$ cat config.mk
export PLATFORM = sky130hd
export DESIGN_NAME = lcv_alu_rr_arbiter_flat
export DESIGN_NICKNAME = d
export VERILOG_FILES = /design/src/rtl/lcv_alu_rr_arbiter_if.sv /design/src/rtl/lcv_alu_rr_arbiter.sv /design/src/flat_wrapper.sv
export SDC_FILE = /design/constraint.sdc
export NUM_CORES = 1
export LEC_CHECK = 0
export ABC_AREA = 1
export BUFFER_PORTS_ARGS = -buffer_cell sky130_fd_sc_hd__buf_2
export CAP_MARGIN = 10
export CORE_AREA = 10 10 226 228
export CTS_CLUSTER_DIAMETER = 200
export DETAILED_ROUTE_END_ITERATION = 16
export DIE_AREA = 0 0 236 238
export SYNTH_ARGS = -nofsm -noshare
export SYNTH_HDL_FRONTEND = slang
export SYNTH_SLANG_ARGS = --single-unit
$ cat constraint.sdc
create_clock -name clk -period 8.7 [get_ports clk]
set_input_delay 1.305 -clock clk [delete_from_list [all_inputs] [get_ports clk]]
set_output_delay 1.305 -clock clk [all_outputs]
set_load 0.01 [all_outputs]
$ cat src/rtl/lcv_alu_rr_arbiter_if.sv
// Handshake bundle between requesters, the shared 1-cycle ALU and the response consumer.
interface lcv_alu_rr_arbiter_if #(
  parameter int WIDTH    = 32,
  parameter int NUM_REQ  = 4,
  parameter int OP_WIDTH = 8
);
  localparam int ID_W = $clog2(NUM_REQ);

  logic [NUM_REQ-1:0]                req_valid;
  logic [NUM_REQ-1:0]                req_ready;
  logic [NUM_REQ-1:0][WIDTH-1:0]     req_a;
  logic [NUM_REQ-1:0][WIDTH-1:0]     req_b_0;
  logic [NUM_REQ-1:0][WIDTH-1:0]     req_b_1;
  logic [NUM_REQ-1:0]                req_b_sel;
  logic [NUM_REQ-1:0][OP_WIDTH-1:0]  req_op;

  logic [WIDTH-1:0]                  alu_inp_a;
  logic [WIDTH-1:0]                  alu_inp_b_0;
  logic [WIDTH-1:0]                  alu_inp_b_1;
  logic                              alu_inp_b_sel;
  logic [OP_WIDTH-1:0]               alu_inp_op;
  logic [WIDTH-1:0]                  alu_outp_data;

  logic                              rsp_valid;
  logic                              rsp_ready;
  logic [ID_W-1:0]                   rsp_id;
  logic [WIDTH-1:0]                  rsp_data;

  // Arbiter side
  modport slave (
    input  req_valid, req_a, req_b_0, req_b_1, req_b_sel, req_op, alu_outp_data, rsp_ready,
    output req_ready, alu_inp_a, alu_inp_b_0, alu_inp_b_1, alu_inp_b_sel, alu_inp_op,
           rsp_valid, rsp_id, rsp_data
  );

  // Requester / ALU / consumer side
  modport master (
    output req_valid, req_a, req_b_0, req_b_1, req_b_sel, req_op, alu_outp_data, rsp_ready,
    input  req_ready, alu_inp_a, alu_inp_b_0, alu_inp_b_1, alu_inp_b_sel, alu_inp_op,
           rsp_valid, rsp_id, rsp_data
  );
endinterface

$ cat src/rtl/lcv_alu_rr_arbiter.sv
// Round-robin share of one 1-cycle registered ALU among NUM_REQ requesters.
// Results are tagged with the requester id and queued in a 2-entry FIFO;
// issue is gated so that FIFO occupancy plus the in-flight op never exceeds 2.
module lcv_alu_rr_arbiter #(
  parameter int WIDTH    = 32,
  parameter int NUM_REQ  = 4,
  parameter int OP_WIDTH = 8
) (
  input  logic                clk,
  input  logic                rst,
  lcv_alu_rr_arbiter_if.slave bus
);
  localparam int            ID_W = $clog2(NUM_REQ);
  localparam logic [ID_W:0] NREQ = (ID_W+1)'(NUM_REQ);
  localparam logic [ID_W-1:0] LAST = ID_W'(NUM_REQ - 1);

  logic [ID_W-1:0]  r_ptr;
  logic             r_inflight;
  logic [ID_W-1:0]  r_inflight_id;
  logic [1:0]       r_occ;
  logic             r_rd_ptr;
  logic             r_wr_ptr;
  logic [ID_W-1:0]  r_fifo_id   [2];
  logic [WIDTH-1:0] r_fifo_data [2];

  logic             w_rsp_valid;
  logic             w_pop;
  logic [2:0]       w_load;
  logic             w_can_issue;
  logic [ID_W:0]    w_idx;
  logic             w_gnt_vld;
  logic [ID_W-1:0]  w_gnt_id;
  logic [ID_W-1:0]  w_ptr_nxt;

  // Outputs are forced quiet while reset is asserted, whatever the state holds.
  assign w_rsp_valid = rst && (r_occ != 2'd0);
  assign w_pop       = w_rsp_valid && bus.rsp_ready;
  // Slots committed after this cycle: queued + in flight - leaving now.
  assign w_load      = {1'b0, r_occ} + {2'b0, r_inflight} - {2'b0, w_pop};
  assign w_can_issue = w_load < 3'd2;
  assign w_ptr_nxt   = (w_gnt_id == LAST) ? '0 : w_gnt_id + ID_W'(1);

  // First valid requester scanning ptr, ptr+1, ... with wrap at NUM_REQ.
  always_comb begin
    w_gnt_vld = 1'b0;
    w_gnt_id  = '0;
    w_idx     = '0;
    for (int k = 0; k < NUM_REQ; k++) begin
      w_idx = {1'b0, r_ptr} + (ID_W+1)'(k);
      if (w_idx >= NREQ) w_idx = w_idx - NREQ;
      if (!w_gnt_vld && bus.req_valid[w_idx[ID_W-1:0]]) begin
        w_gnt_vld = 1'b1;
        w_gnt_id  = w_idx[ID_W-1:0];
      end
    end
    w_gnt_vld = w_gnt_vld && w_can_issue && rst;
  end

  // Grant decode and operand steering to the shared ALU.
  always_comb begin
    bus.req_ready = '0;
    if (w_gnt_vld) bus.req_ready[w_gnt_id] = 1'b1;
    bus.alu_inp_a     = bus.req_a[w_gnt_id];
    bus.alu_inp_b_0   = bus.req_b_0[w_gnt_id];
    bus.alu_inp_b_1   = bus.req_b_1[w_gnt_id];
    bus.alu_inp_b_sel = bus.req_b_sel[w_gnt_id];
    bus.alu_inp_op    = w_gnt_vld ? bus.req_op[w_gnt_id] : '0;
  end

  assign bus.rsp_valid = w_rsp_valid;
  assign bus.rsp_id    = r_fifo_id[r_rd_ptr];
  assign bus.rsp_data  = r_fifo_data[r_rd_ptr];

  // Pointer, in-flight tracking and FIFO; an op in flight during reset is dropped.
  always_ff @(posedge clk) begin
    if (!rst) begin
      r_ptr         <= '0;
      r_inflight    <= 1'b0;
      r_inflight_id <= '0;
      r_occ         <= 2'd0;
      r_rd_ptr      <= 1'b0;
      r_wr_ptr      <= 1'b0;
    end else begin
      r_inflight <= w_gnt_vld;
      if (w_gnt_vld) begin
        r_inflight_id <= w_gnt_id;
        r_ptr         <= w_ptr_nxt;
      end
      if (r_inflight) begin
        r_fifo_id[r_wr_ptr]   <= r_inflight_id;
        r_fifo_data[r_wr_ptr] <= bus.alu_outp_data;
        r_wr_ptr              <= ~r_wr_ptr;
      end
      if (w_pop) r_rd_ptr <= ~r_rd_ptr;
      r_occ <= r_occ + {1'b0, r_inflight} - {1'b0, w_pop};
    end
  end

  // The credit check must make a push into a full FIFO unreachable.
  always_ff @(posedge clk) begin
    if (rst) assert (!(r_inflight && r_occ == 2'd2));
  end
endmodule
$ cat src/flat_wrapper.sv
// flat-port wrapper written by rule: the top's interface ports become plain ports
module lcv_alu_rr_arbiter_flat 
#(
  parameter int WIDTH    = 32,
  parameter int NUM_REQ  = 4,
  parameter int OP_WIDTH = 8
)
  (clk, rst, bus_req_valid, bus_req_a, bus_req_b_0, bus_req_b_1, bus_req_b_sel, bus_req_op, bus_alu_outp_data, bus_rsp_ready, bus_req_ready, bus_alu_inp_a, bus_alu_inp_b_0, bus_alu_inp_b_1, bus_alu_inp_b_sel, bus_alu_inp_op, bus_rsp_valid, bus_rsp_id, bus_rsp_data);
  lcv_alu_rr_arbiter_if #(.WIDTH(WIDTH), .NUM_REQ(NUM_REQ), .OP_WIDTH(OP_WIDTH)) bus_i ();
  input  logic clk;
  input  logic rst;
  input wire logic [$bits(bus_i.req_valid)-1:0] bus_req_valid;
  input wire logic [$bits(bus_i.req_a)-1:0] bus_req_a;
  input wire logic [$bits(bus_i.req_b_0)-1:0] bus_req_b_0;
  input wire logic [$bits(bus_i.req_b_1)-1:0] bus_req_b_1;
  input wire logic [$bits(bus_i.req_b_sel)-1:0] bus_req_b_sel;
  input wire logic [$bits(bus_i.req_op)-1:0] bus_req_op;
  input wire logic [$bits(bus_i.alu_outp_data)-1:0] bus_alu_outp_data;
  input wire logic [$bits(bus_i.rsp_ready)-1:0] bus_rsp_ready;
  output wire logic [$bits(bus_i.req_ready)-1:0] bus_req_ready;
  output wire logic [$bits(bus_i.alu_inp_a)-1:0] bus_alu_inp_a;
  output wire logic [$bits(bus_i.alu_inp_b_0)-1:0] bus_alu_inp_b_0;
  output wire logic [$bits(bus_i.alu_inp_b_1)-1:0] bus_alu_inp_b_1;
  output wire logic [$bits(bus_i.alu_inp_b_sel)-1:0] bus_alu_inp_b_sel;
  output wire logic [$bits(bus_i.alu_inp_op)-1:0] bus_alu_inp_op;
  output wire logic [$bits(bus_i.rsp_valid)-1:0] bus_rsp_valid;
  output wire logic [$bits(bus_i.rsp_id)-1:0] bus_rsp_id;
  output wire logic [$bits(bus_i.rsp_data)-1:0] bus_rsp_data;
  assign bus_i.req_valid = bus_req_valid;
  assign bus_i.req_a = bus_req_a;
  assign bus_i.req_b_0 = bus_req_b_0;
  assign bus_i.req_b_1 = bus_req_b_1;
  assign bus_i.req_b_sel = bus_req_b_sel;
  assign bus_i.req_op = bus_req_op;
  assign bus_i.alu_outp_data = bus_alu_outp_data;
  assign bus_i.rsp_ready = bus_rsp_ready;
  assign bus_req_ready = bus_i.req_ready;
  assign bus_alu_inp_a = bus_i.alu_inp_a;
  assign bus_alu_inp_b_0 = bus_i.alu_inp_b_0;
  assign bus_alu_inp_b_1 = bus_i.alu_inp_b_1;
  assign bus_alu_inp_b_sel = bus_i.alu_inp_b_sel;
  assign bus_alu_inp_op = bus_i.alu_inp_op;
  assign bus_rsp_valid = bus_i.rsp_valid;
  assign bus_rsp_id = bus_i.rsp_id;
  assign bus_rsp_data = bus_i.rsp_data;
  lcv_alu_rr_arbiter #(.WIDTH(WIDTH), .NUM_REQ(NUM_REQ), .OP_WIDTH(OP_WIDTH)) u_core (.clk(clk), .rst(rst), .bus(bus_i));
endmodule
==> results of run 1 <==
-- synthesized netlist by cell type (all sizes together) --
library cell  number
clkinv             2
nand2            160
clkbuf            23
buf               52
fa                 1
ha                 6
mux2              34
edfxtp            68
xor2               1
nand3             26
a21oi             13
a211oi             1
nand4             17
inv              152
o211ai            97
dfxtp             10
nor3               1
o21ai            199
nor2             108
-- worst min path at each step --
stage / depth (start not counted) / slack, ns / start / endpoint
6_report: 0 / 0.47 / u_core.r_inflight_id[0] / u_core.r_fifo_id[0][0]
5_1_grt: 0 / 0.49 / u_core.r_inflight_id[0] / u_core.r_fifo_id[0][0]
4_1_cts: 2 / 0.47 / u_core.r_wr_ptr / u_core.r_wr_ptr
3_5_place_dp: 0 / 0.46 / u_core.r_inflight_id[0] / u_core.r_fifo_id[1][0]
3_3_place_gp: 0 / 0.43 / u_core.r_inflight_id[0] / u_core.r_fifo_id[0][0]
2_1_floorplan: 0 / 0.42 / u_core.r_inflight_id[1] / u_core.r_fifo_id[0][1]
-- placed cells by master, fill, tap and decap left out --
cell type,synthesis,layout
buf_2,34,602
nand2_1,157,157
inv_1,148,148
nor2_1,107,106
o21ai_0,101,101
o21ai_1,98,98
edfxtp_1,68,68
o211ai_2,60,60
o211ai_1,37,37
mux2_2,34,34
nand3_1,22,22
nand4_1,17,17
a21oi_1,13,13
buf_4,6,11
dfxtp_1,10,10
clkbuf_16,0,9
diode_2,0,6
ha_1,6,6
inv_2,4,3
clkinv_1,1,2
nand2_2,2,2
nand3_2,3,2
clkinv_2,1,2
nand3_4,1,2
bufinv_16,0,2
inv_6,0,2
clkinvlp_4,0,2
nor2_4,1,1
nand2_8,0,1
a211oi_1,1,1
nor2_2,0,1
xor2_1,1,1
nor3_2,0,1
fa_1,1,1
buf_12,0,1
-- per-layer routing --
layer / wire, um / vias to the layer above
met5: 44 / -
met4: 1300 / 6
met3: 3840 / 77
met2: 21600 / 485
met1: 14300 / 4181
li1: - / 4377
-- worst max-delay path: cells and delay by family --
family | cells | cell delay (ns)
compound gates | 2 | 0.41
simple gates | 5 | 0.95
buf+inv | 6 | 1.80
-- through the flow --
| step | std cells | hold slack, ns | area (um^2) |
|---|---|---|---|
| after floorplan | 971 | 0.420 | 7140 |
| after global placement | 2117 | 0.433 | 10600 |
| after detailed placement | 2117 | 0.456 | 10600 |
| after CTS | 2133 | 0.473 | 10900 |
| after global routing | 2137 | 0.491 | 10900 |
| final | 2139 | 0.465 | 10900 |
-- cell type report --
class | instances | area share [%]
multi-input cells | 664 | 35.7
repair buffers | 614 | 28.5
flip-flops and latches | 78 | 20.5
well taps | 607 | 6.94
inverters | 154 | 5.31
clock buffers | 9 | 2.06
clock inverters | 7 | 0.881
diodes | 6 | 0.137
-- sequential cells by signal (all words and copies together) (netlist names), named ones only --
name / cells
u_core.r_rd_ptr: 1
u_core.r_wr_ptr: 1
u_core.r_fifo_data: 64
u_core.r_ptr: 2
u_core.r_inflight_id: 2
u_core.r_inflight: 1
u_core.r_occ: 2
u_core.r_fifo_id: 4
-- logic make-up after synthesis --
group	after synthesis
AND/OR/NAND/NOR	312
multiplexers	34
XOR/XNOR	1
buffers and inverters	229
AO/OA/AOI/OAI	310
adder cells (fa/ha/maj)	7
flip-flops	78
-- power groups by stage --
| stage | Sequential (mW) | Clock (mW) | Combinational (mW) |
|---|---|---|---|
| 2_1_floorplan | 0.491 | 0 | 1.98 |
| 3_3_place_gp | 0.494 | 0 | 3.13 |
| 3_5_place_dp | 0.497 | 0 | 3.14 |
| 4_1_cts | 0.489 | 0.409 | 3.16 |
| 5_1_grt | 0.494 | 0.422 | 3.42 |
| 6_report | 0.489 | 0.399 | 3.10 |
==> results.cfg, run 1 <==
[outcome]
outcome = finished clean

[pwr]
p_comb_share_pct = 77.7
peakVddDrop_mv = 0.254
total_power_mw = 3.99
netSwitchingPower_mw = 2.23
switching_share_pct = 55.9
p_clk_share_pct = 10.0
power_density_nw_per_um2 = 365
p_int_mw = 1.76
pwr-share-seq_pct = 12.3
power_leakage_nw = 5.54

[floorplanning]
fp.dieW_um = 236
io_pins = 603
rows = 79
die_h_um = 238
core_area_um2 = 46400
die_area_um2 = 56200
start_util_pct = 15.4

[clock_network]
cts.sinks = 78
post_cts_buffers = 0
clkLatencyLatePin_ns = 0.34
cts_tree = built
clockBufferDepth = 2
cts_hold_buf = 0
post_cts_resize_count = 0
htreeDepth = 3
root_buffer = clkbuf_16
cts_made_buffers = 9
clkTransAtPathRegs_ns = 0.06

[global_route]
use_met3_pct = 4.27
grt_use_met2_pct = 25.6
use_met1_pct = 13.5
antenna_found_initial = 22
grt_busiest_layer = met2
grt_pass1_wl_um = 58700
gr-total-overflow = 0
first_global_vias = 9389
grt_max_degree = 156
grt.total_usage_pct = 13.5

[timing]
finalCriticalPeriod_ns = 5.82
setup-tns-final_ns = 0
slew_viol_final = 0
rsz0062_at_grt = false
timing.fmax_mhz = 172
finalCritPeriodShare_pct = 66.9
worst_slew_pin_slew_ns = 1.07
finalWorstSetupSlack_ns = 2.88
maxSlewHeadroom_pct = 28.5
hold_violations = 0
setup_viol = 0
skew_ns = 0.00798

[setup_path]
arrival_ns = 4.52
slowest_stage = clkinv_2
r2r-end = u_core.r_ptr[1]
required_ns = 7.39
path_common_cell = buf_2
critPathLaunchType = primary input
r2r_slack_ns = 5.02
max_stage_delay_ns = 0.85
r2r_cells = 12
crit_type = in -> out
cp-end-kind = output pin
path_cells = buf_2 -> inv_1 -> nand2_1 -> nand3_1 -> nand2_2 -> inv_2 -> nand3_2 -> nand3_4 -> clkinv_2 -> buf_4 -> o21ai_0 -> o21ai_1 -> buf_2
startpoint = bus_req_valid[1]
rr_startpoint = u_core.r_ptr[0]
crit_path_end = bus_alu_inp_b_0[25]
crit_fanout = 67

[logic_synthesis]
synth.area.top_cells = edfxtp_1, o211ai_2, nand2_1, inv_1, o21ai_0
syn_nets = 1437
syn-mean-instance-area_um2 = 7.35
synth_xor_area_share_pct = 0.123
yosys_warnings = 0
synth_top_family_by_area = compound AO/OA/AOI/OAI gates
synth_cells = 971
yosysTopAreaCell = edfxtp_1
syn_area_um2 = 7140
synthDistinctLibCells = 31
synth-seq-cells = 78
synth-compound-area-share_pct = 29.4
synthAdderAreaFrac_pct = 1.33
yosys.area.top_type_share_pct = 28.6
yosysSeqAreaShare_pct = 31.4
synthSimpleGateAreaFrac_pct = 18.1
yosys-mux-area-fraction_pct = 5.36

[final_layout]
area_growth_pct = 53.2
final_nets = 1987
fin_util_pct = 23.6
multi_input_area_um2 = 3900
regArea_um2 = 2240
layout-drive-gt1-share_pct = 48.4
fillCellCount = 5183

[route]
firstDrtPassIters = 5
drt_iter0_markers = 580
ant_nets = 0
via_count = 9126
wl_per_cell_um = 19.2
route.detailed.drc = 0
drt_wl_total_um = 41000
viasPerCell = 4.27

[worst_hold_path]
hold_path.class = reg -> reg

[placed_design]
dp_hpwl_um = 35100
numPortBuffers = 602
place_ws_ns = 2.89
globalplace.congestion = 0.915

[flow_run]
cap_violations = 0
No activity file was read; power rests on OpenSTA's default activity.
==> run 2: changes to the inputs <==
- CORE_AREA: 10 10 226 228 -> 10 10 225 227
- DIE_AREA: 0 0 236 238 -> 0 0 235 237
- clock period: 8.7 -> 4.67 ns (I/O delays scaled with it)
==> run 2 against run 1 <==
Power grew 87%. Hold slack lost 0.0019 ns. Register-to-register slack lost 3.8 ns. Design area grew 0.85%. Critical path type is now reg -> out. Die area shrank 0.84%. Sequential share of layout area shrank 0.17 points. Highest routed layer is now met4. Largest power group unchanged. Final cell count grew 0.28%.
==> results.cfg, run 2 (same netlist as run 1, synthesis figures left out) <==
[route]
drt_iter0_markers = 481
via_count = 9154
viasPerCell = 4.27
route.detailed.drc = 0
firstDrtPassIters = 5
ant_nets = 0
wl_per_cell_um = 19.1
drt_wl_total_um = 41100

[final_layout]
multi_input_area_um2 = 3900
top_register = u_core.r_fifo_data
fin_util_pct = 23.9
regArea_um2 = 2240
layout_common_cells = buf_2, nand2_1, inv_1
layout_commonest_cell = buf_2
reg.largest.list = u_core.r_fifo_data x64, u_core.r_fifo_id x4
final_nets = 1996
fin_area_um2 = 11000
fillCellCount = 5229
largest_reg_flops = 64
layout-drive-gt1-share_pct = 48.6
area_growth_pct = 54.5

[timing]
setup_viol = 0
timing.fmax_mhz = 238
hold_violations = 0
rsz0062_at_grt = false
skew_ns = 0.00547
finalCriticalPeriod_ns = 4.20
holdWs_ns = 0.463
slew_viol_final = 0
setup-tns-final_ns = 0
worst_slew_pin_slew_ns = 0.624
finalCritPeriodShare_pct = 89.8
maxSlewHeadroom_pct = 58.3

[clock_network]
post_cts_buffers = 0
htreeDepth = 3
clkLatencyLatePin_ns = 0.33
cts_hold_buf = 0
post_cts_resize_count = 0
clockBufferDepth = 2
cts.sinks = 78
cts_made_buffers = 9
root_buffer = clkbuf_16
clkTransAtPathRegs_ns = 0.06
cts_tree = built

[floorplanning]
fp.dieW_um = 235
rows = 79
core_area_um2 = 46200
io_pins = 603
start_util_pct = 15.5
die_area_um2 = 55700
die_h_um = 237

[setup_path]
r2r_slack_ns = 1.25
crit_fanout = 50
r2r_cells = 13
rr_startpoint = u_core.r_ptr[0]
arrival_ns = 3.49
r2r-end = u_core.r_ptr[1]
required_ns = 3.97
critPathLaunchType = register
crit_type = reg -> out
cp-end-kind = output pin

[worst_hold_path]
hp-start = u_core.r_inflight_id[1]
hold_path.class = reg -> reg
hold_depth = 0
hold_path_end = u_core.r_fifo_id[1][1]

[global_route]
gr-total-overflow = 0
grt.total_usage_pct = 13.7
antenna_found_initial = 20
first_global_vias = 9546
grt_max_degree = 101
grt_pass1_wl_um = 59400

[placed_design]
numPortBuffers = 602
dpl-instance-area_um2 = 10700
globalplace.congestion = 0.918
dp_hpwl_um = 34700

[pwr]
power_density_nw_per_um2 = 675
power_leakage_nw = 5.59
peakVddDrop_mv = 0.657

[outcome]
outcome = finished clean

[flow_run]
cap_violations = 0
run 2: cell count changes in the layout (fill, tap and decap cells not counted), sizes merged:
| cell | previous run | this run |
|---|---|---|
| clkinv | 4 | 6 |
| inv | 153 | 151 |
| bufinv | 2 | 1 |
| buf | 614 | 623 |
| diode | 6 | 3 |
| clkbuf | 9 | 10 |
run 2: layer usage:
| metal | share of wire [%] | vias up | track usage, % |
|---|---|---|---|
| met5 | 0 | - | 0 |
| li1 | - | 4396 | - |
| met4 | 2.2 | 0 | 4.13 |
| met1 | 38 | 4223 | 15.1 |
| met2 | 51 | 477 | 25.1 |
| met3 | 8.4 | 58 | 3.75 |
run 2: area by class of cell:
type	count	area share [%]
multi-input cells	664	35.4
repair buffers	623	29.4
flip-flops and latches	78	20.3
well taps	607	6.89
inverters	154	5.26
clock buffers	10	2.08
clock inverters	6	0.567
diodes	3	0.0681
run 2: report_power, final:
part	switching (mW)	internal (mW)	total, mW
logic	3.80	2.07	5.86
clock network	0.257	0.411	0.668
registers	0.0390	0.873	0.912
total	4.09	3.35	7.44
run 2: worst max-delay path by stage:
stage | end | from | depth (start not counted) | slack (ns)
6_report | bus_alu_inp_b_1[26] | u_core.r_ptr[0] | 14 | 0.47
5_1_grt | bus_alu_inp_b_1[8] | u_core.r_ptr[0] | 14 | 0.15
4_1_cts | bus_req_ready[3] | u_core.r_ptr[0] | 14 | 0.42
3_5_place_dp | bus_alu_inp_op[5] | rst | 15 | 0.55
3_3_place_gp | bus_alu_inp_op[6] | rst | 15 | 0.60
2_1_floorplan | bus_alu_inp_op[1] | rst | 14 | 0.91
run 2: per-stage QoR:
stage | setup WS (ns) | power, mW | cells
2_1_floorplan | 0.909 | 4.60 | 971
3_3_place_gp | 0.601 | 6.84 | 2126
3_5_place_dp | 0.545 | 6.87 | 2126
4_1_cts | 0.418 | 7.58 | 2142
5_1_grt | 0.154 | 8.08 | 2145
6_report | 0.475 | 7.44 | 2145
run 2: critical path: stages, from the launching register on:
cell and delay [ns]:
dfxtp_1 0.55, inv_2 0.16, nand2_1 0.09, nand2_1 0.11, nand2_1 0.11, nand2_1 0.10
nor2_4 0.15, nand4_1 0.22, nand2_8 0.38, clkinv_2 0.41, buf_12 0.32, buf_4 0.19
o21ai_0 0.09, o21ai_1 0.08, buf_2 0.15
==> run 3: changes to the inputs <==
- CELL_PAD_IN_SITES_DETAIL_PLACEMENT: unset -> 1
- CELL_PAD_IN_SITES_GLOBAL_PLACEMENT: unset -> 1
- CORE_AREA: 10 10 225 227 -> 5 5 234 236
- DIE_AREA: 0 0 235 237 -> 0 0 239 241
- PLACE_DENSITY_LB_ADDON: unset -> 0.1
- clock period: 4.67 -> 4.05 ns (I/O delays scaled with it)
==> run 3 against run 2 <==
Wire length up 18%. Clock-buffer cell count is 1 lower. Largest power group unchanged. Via count down 0.60%.
==> results.cfg, run 3 (same netlist as run 1, synthesis figures left out) <==
[outcome]
outcome = finished clean

[worst_hold_path]
hold_path.class = reg -> reg
hold_depth = 2
hold_path_end = u_core.r_wr_ptr
hp-start = u_core.r_wr_ptr

[setup_path]
crit_fanout = 23
critPathLaunchType = register
r2r_slack_ns = 0.88
crit_type = reg -> out
rr_startpoint = u_core.r_ptr[0]
startpoint = u_core.r_ptr[0]
r2r-end = u_core.r_ptr[1]
r2r_cells = 13
required_ns = 3.44
cp-end-kind = output pin
arrival_ns = 3.17

[timing]
skew_ns = 0.00310
finalCritPeriodShare_pct = 93.4
setup_viol = 0
timing.fmax_mhz = 264
worst_slew_pin_slew_ns = 0.531
setup-tns-final_ns = 0
rsz0062_at_grt = false
maxSlewHeadroom_pct = 64.2
hold_violations = 0
finalWorstSetupSlack_ns = 0.268
finalCriticalPeriod_ns = 3.78
holdWs_ns = 0.463
slew_viol_final = 0

[final_layout]
regArea_um2 = 2240
layout_common_cells = buf_2, nand2_1, inv_1
top_register = u_core.r_fifo_data
layout-drive-gt1-share_pct = 49.1
largest_reg_flops = 64
multi_input_area_um2 = 3940
post_layout_nonfiller_instances = 2249
area_growth_pct = 58.8
layout_commonest_cell = buf_2
reg.largest.list = u_core.r_fifo_data x64, u_core.r_fifo_id x4
fillCellCount = 6427
fin_area_um2 = 11300
fin_util_pct = 21.7
final_nets = 2005

[route]
viasPerCell = 4.05
firstDrtPassIters = 4
via_count = 9099
ant_nets = 0
wl_per_cell_um = 21.6
drt_iter0_markers = 213
drt_wl_total_um = 48500
route.detailed.drc = 0

[floorplanning]
die_h_um = 241
rows = 84
die_area_um2 = 57600
core_area_um2 = 52200
io_pins = 603
start_util_pct = 13.7
fp.dieW_um = 239

[pwr]
peakVddDrop_mv = 0.345
power_density_nw_per_um2 = 805
power_leakage_nw = 5.67
total_power_mw = 9.13

[placed_design]
dpl.cell_count = 2215
dp_hpwl_um = 41400
dpl-instance-area_um2 = 11000
place_ws_ns = -0.00628
globalplace.congestion = 0.839
numPortBuffers = 602

[global_route]
grt.total_usage_pct = 15.7
gr-total-overflow = 0
grt_max_degree = 69
first_global_vias = 9679
antenna_found_initial = 44
grt_pass1_wl_um = 66900

[clock_network]
root_buffer = clkbuf_16
clockBufferDepth = 2
cts_hold_buf = 0
cts_made_buffers = 9
cts_tree = built
clkLatencyLatePin_ns = 0.33
htreeDepth = 3
clkTransAtPathRegs_ns = 0.05
cts.sinks = 78

[flow_run]
cap_violations = 0
==> run 3: changes by cell type in the layout (fill, tap and decap cells not counted), moves of 2 or more <==
| cell | before | now |
|---|---|---|
| clkinvlp_4 | 2 | 0 |
| diode_2 | 3 | 18 |
| buf_12 | 6 | 11 |
| a21oi_1 | 13 | 11 |
| buf_4 | 15 | 19 |
| a21oi_4 | 0 | 2 |
==> run 3: area by class of cell <==
type | instances | area share [%]
Antenna cell | 18 | 0.397
Clock buffer | 9 | 1.99
Clock inverter | 6 | 0.684
Inverter | 154 | 5.11
Multi-Input combinational cell | 664 | 34.7
Sequential cell | 78 | 19.8
Tap cell | 688 | 7.59
Timing Repair Buffer | 632 | 29.8
==> run 3: what timing repair did <==
item                       CTS  global route
gates resized for setup      2             3
setup endpoints to repair    1             2
setup buffers                0             1
pin swaps                    0             1
==> run 3: report_power, final <==
part / internal [mW] / switching (mW) / leakage, nW
Clock: 0.529 / 0.286 / 0.150
Combinational: 2.55 / 4.71 / 4.82
Sequential: 1.01 / 0.0552 / 0.703
==> run 3: per-layer routing <==
| metal | routed length, um | GRT usage [%] | share of wire, % | vias up |
|---|---|---|---|---|
| li1 | - | - | - | 4439 |
| met1 | 17800 | 16.9 | 37 | 4243 |
| met2 | 26300 | 29.9 | 54 | 319 |
| met3 | 3330 | 4.71 | 6.9 | 76 |
| met4 | 822 | 4.25 | 1.7 | 22 |
| met5 | 139 | 0 | 0.29 | - |
==> run 3: how the worst max path moves through the flow <==
stage                                          end  slack (ns)  cells after the start
after floorplan           u_core.r_fifo_data[1][0]        0.45                      2
after global placement           bus_alu_inp_op[3]        0.03                     16
after detailed placement         bus_alu_inp_op[2]      -0.006                     16
after CTS                        bus_alu_inp_op[2]        0.14                     16
after global routing           bus_alu_inp_b_0[28]       0.006                     15
final                          bus_alu_inp_b_0[28]        0.27                     15
==> run 3: critical path: stages (launching register included) <==
cell,delay [ns]
dfxtp_1,0.51
inv_2,0.17
nand2_1,0.09
nand2_1,0.11
nand2_1,0.10
nand2_1,0.08
nor2_4,0.15
nand3_1,0.11
nand3_2,0.12
nand2_8,0.17
clkinv_2,0.20
buf_4,0.24
buf_4,0.26
o21ai_0,0.12
o21ai_1,0.20
buf_2,0.18
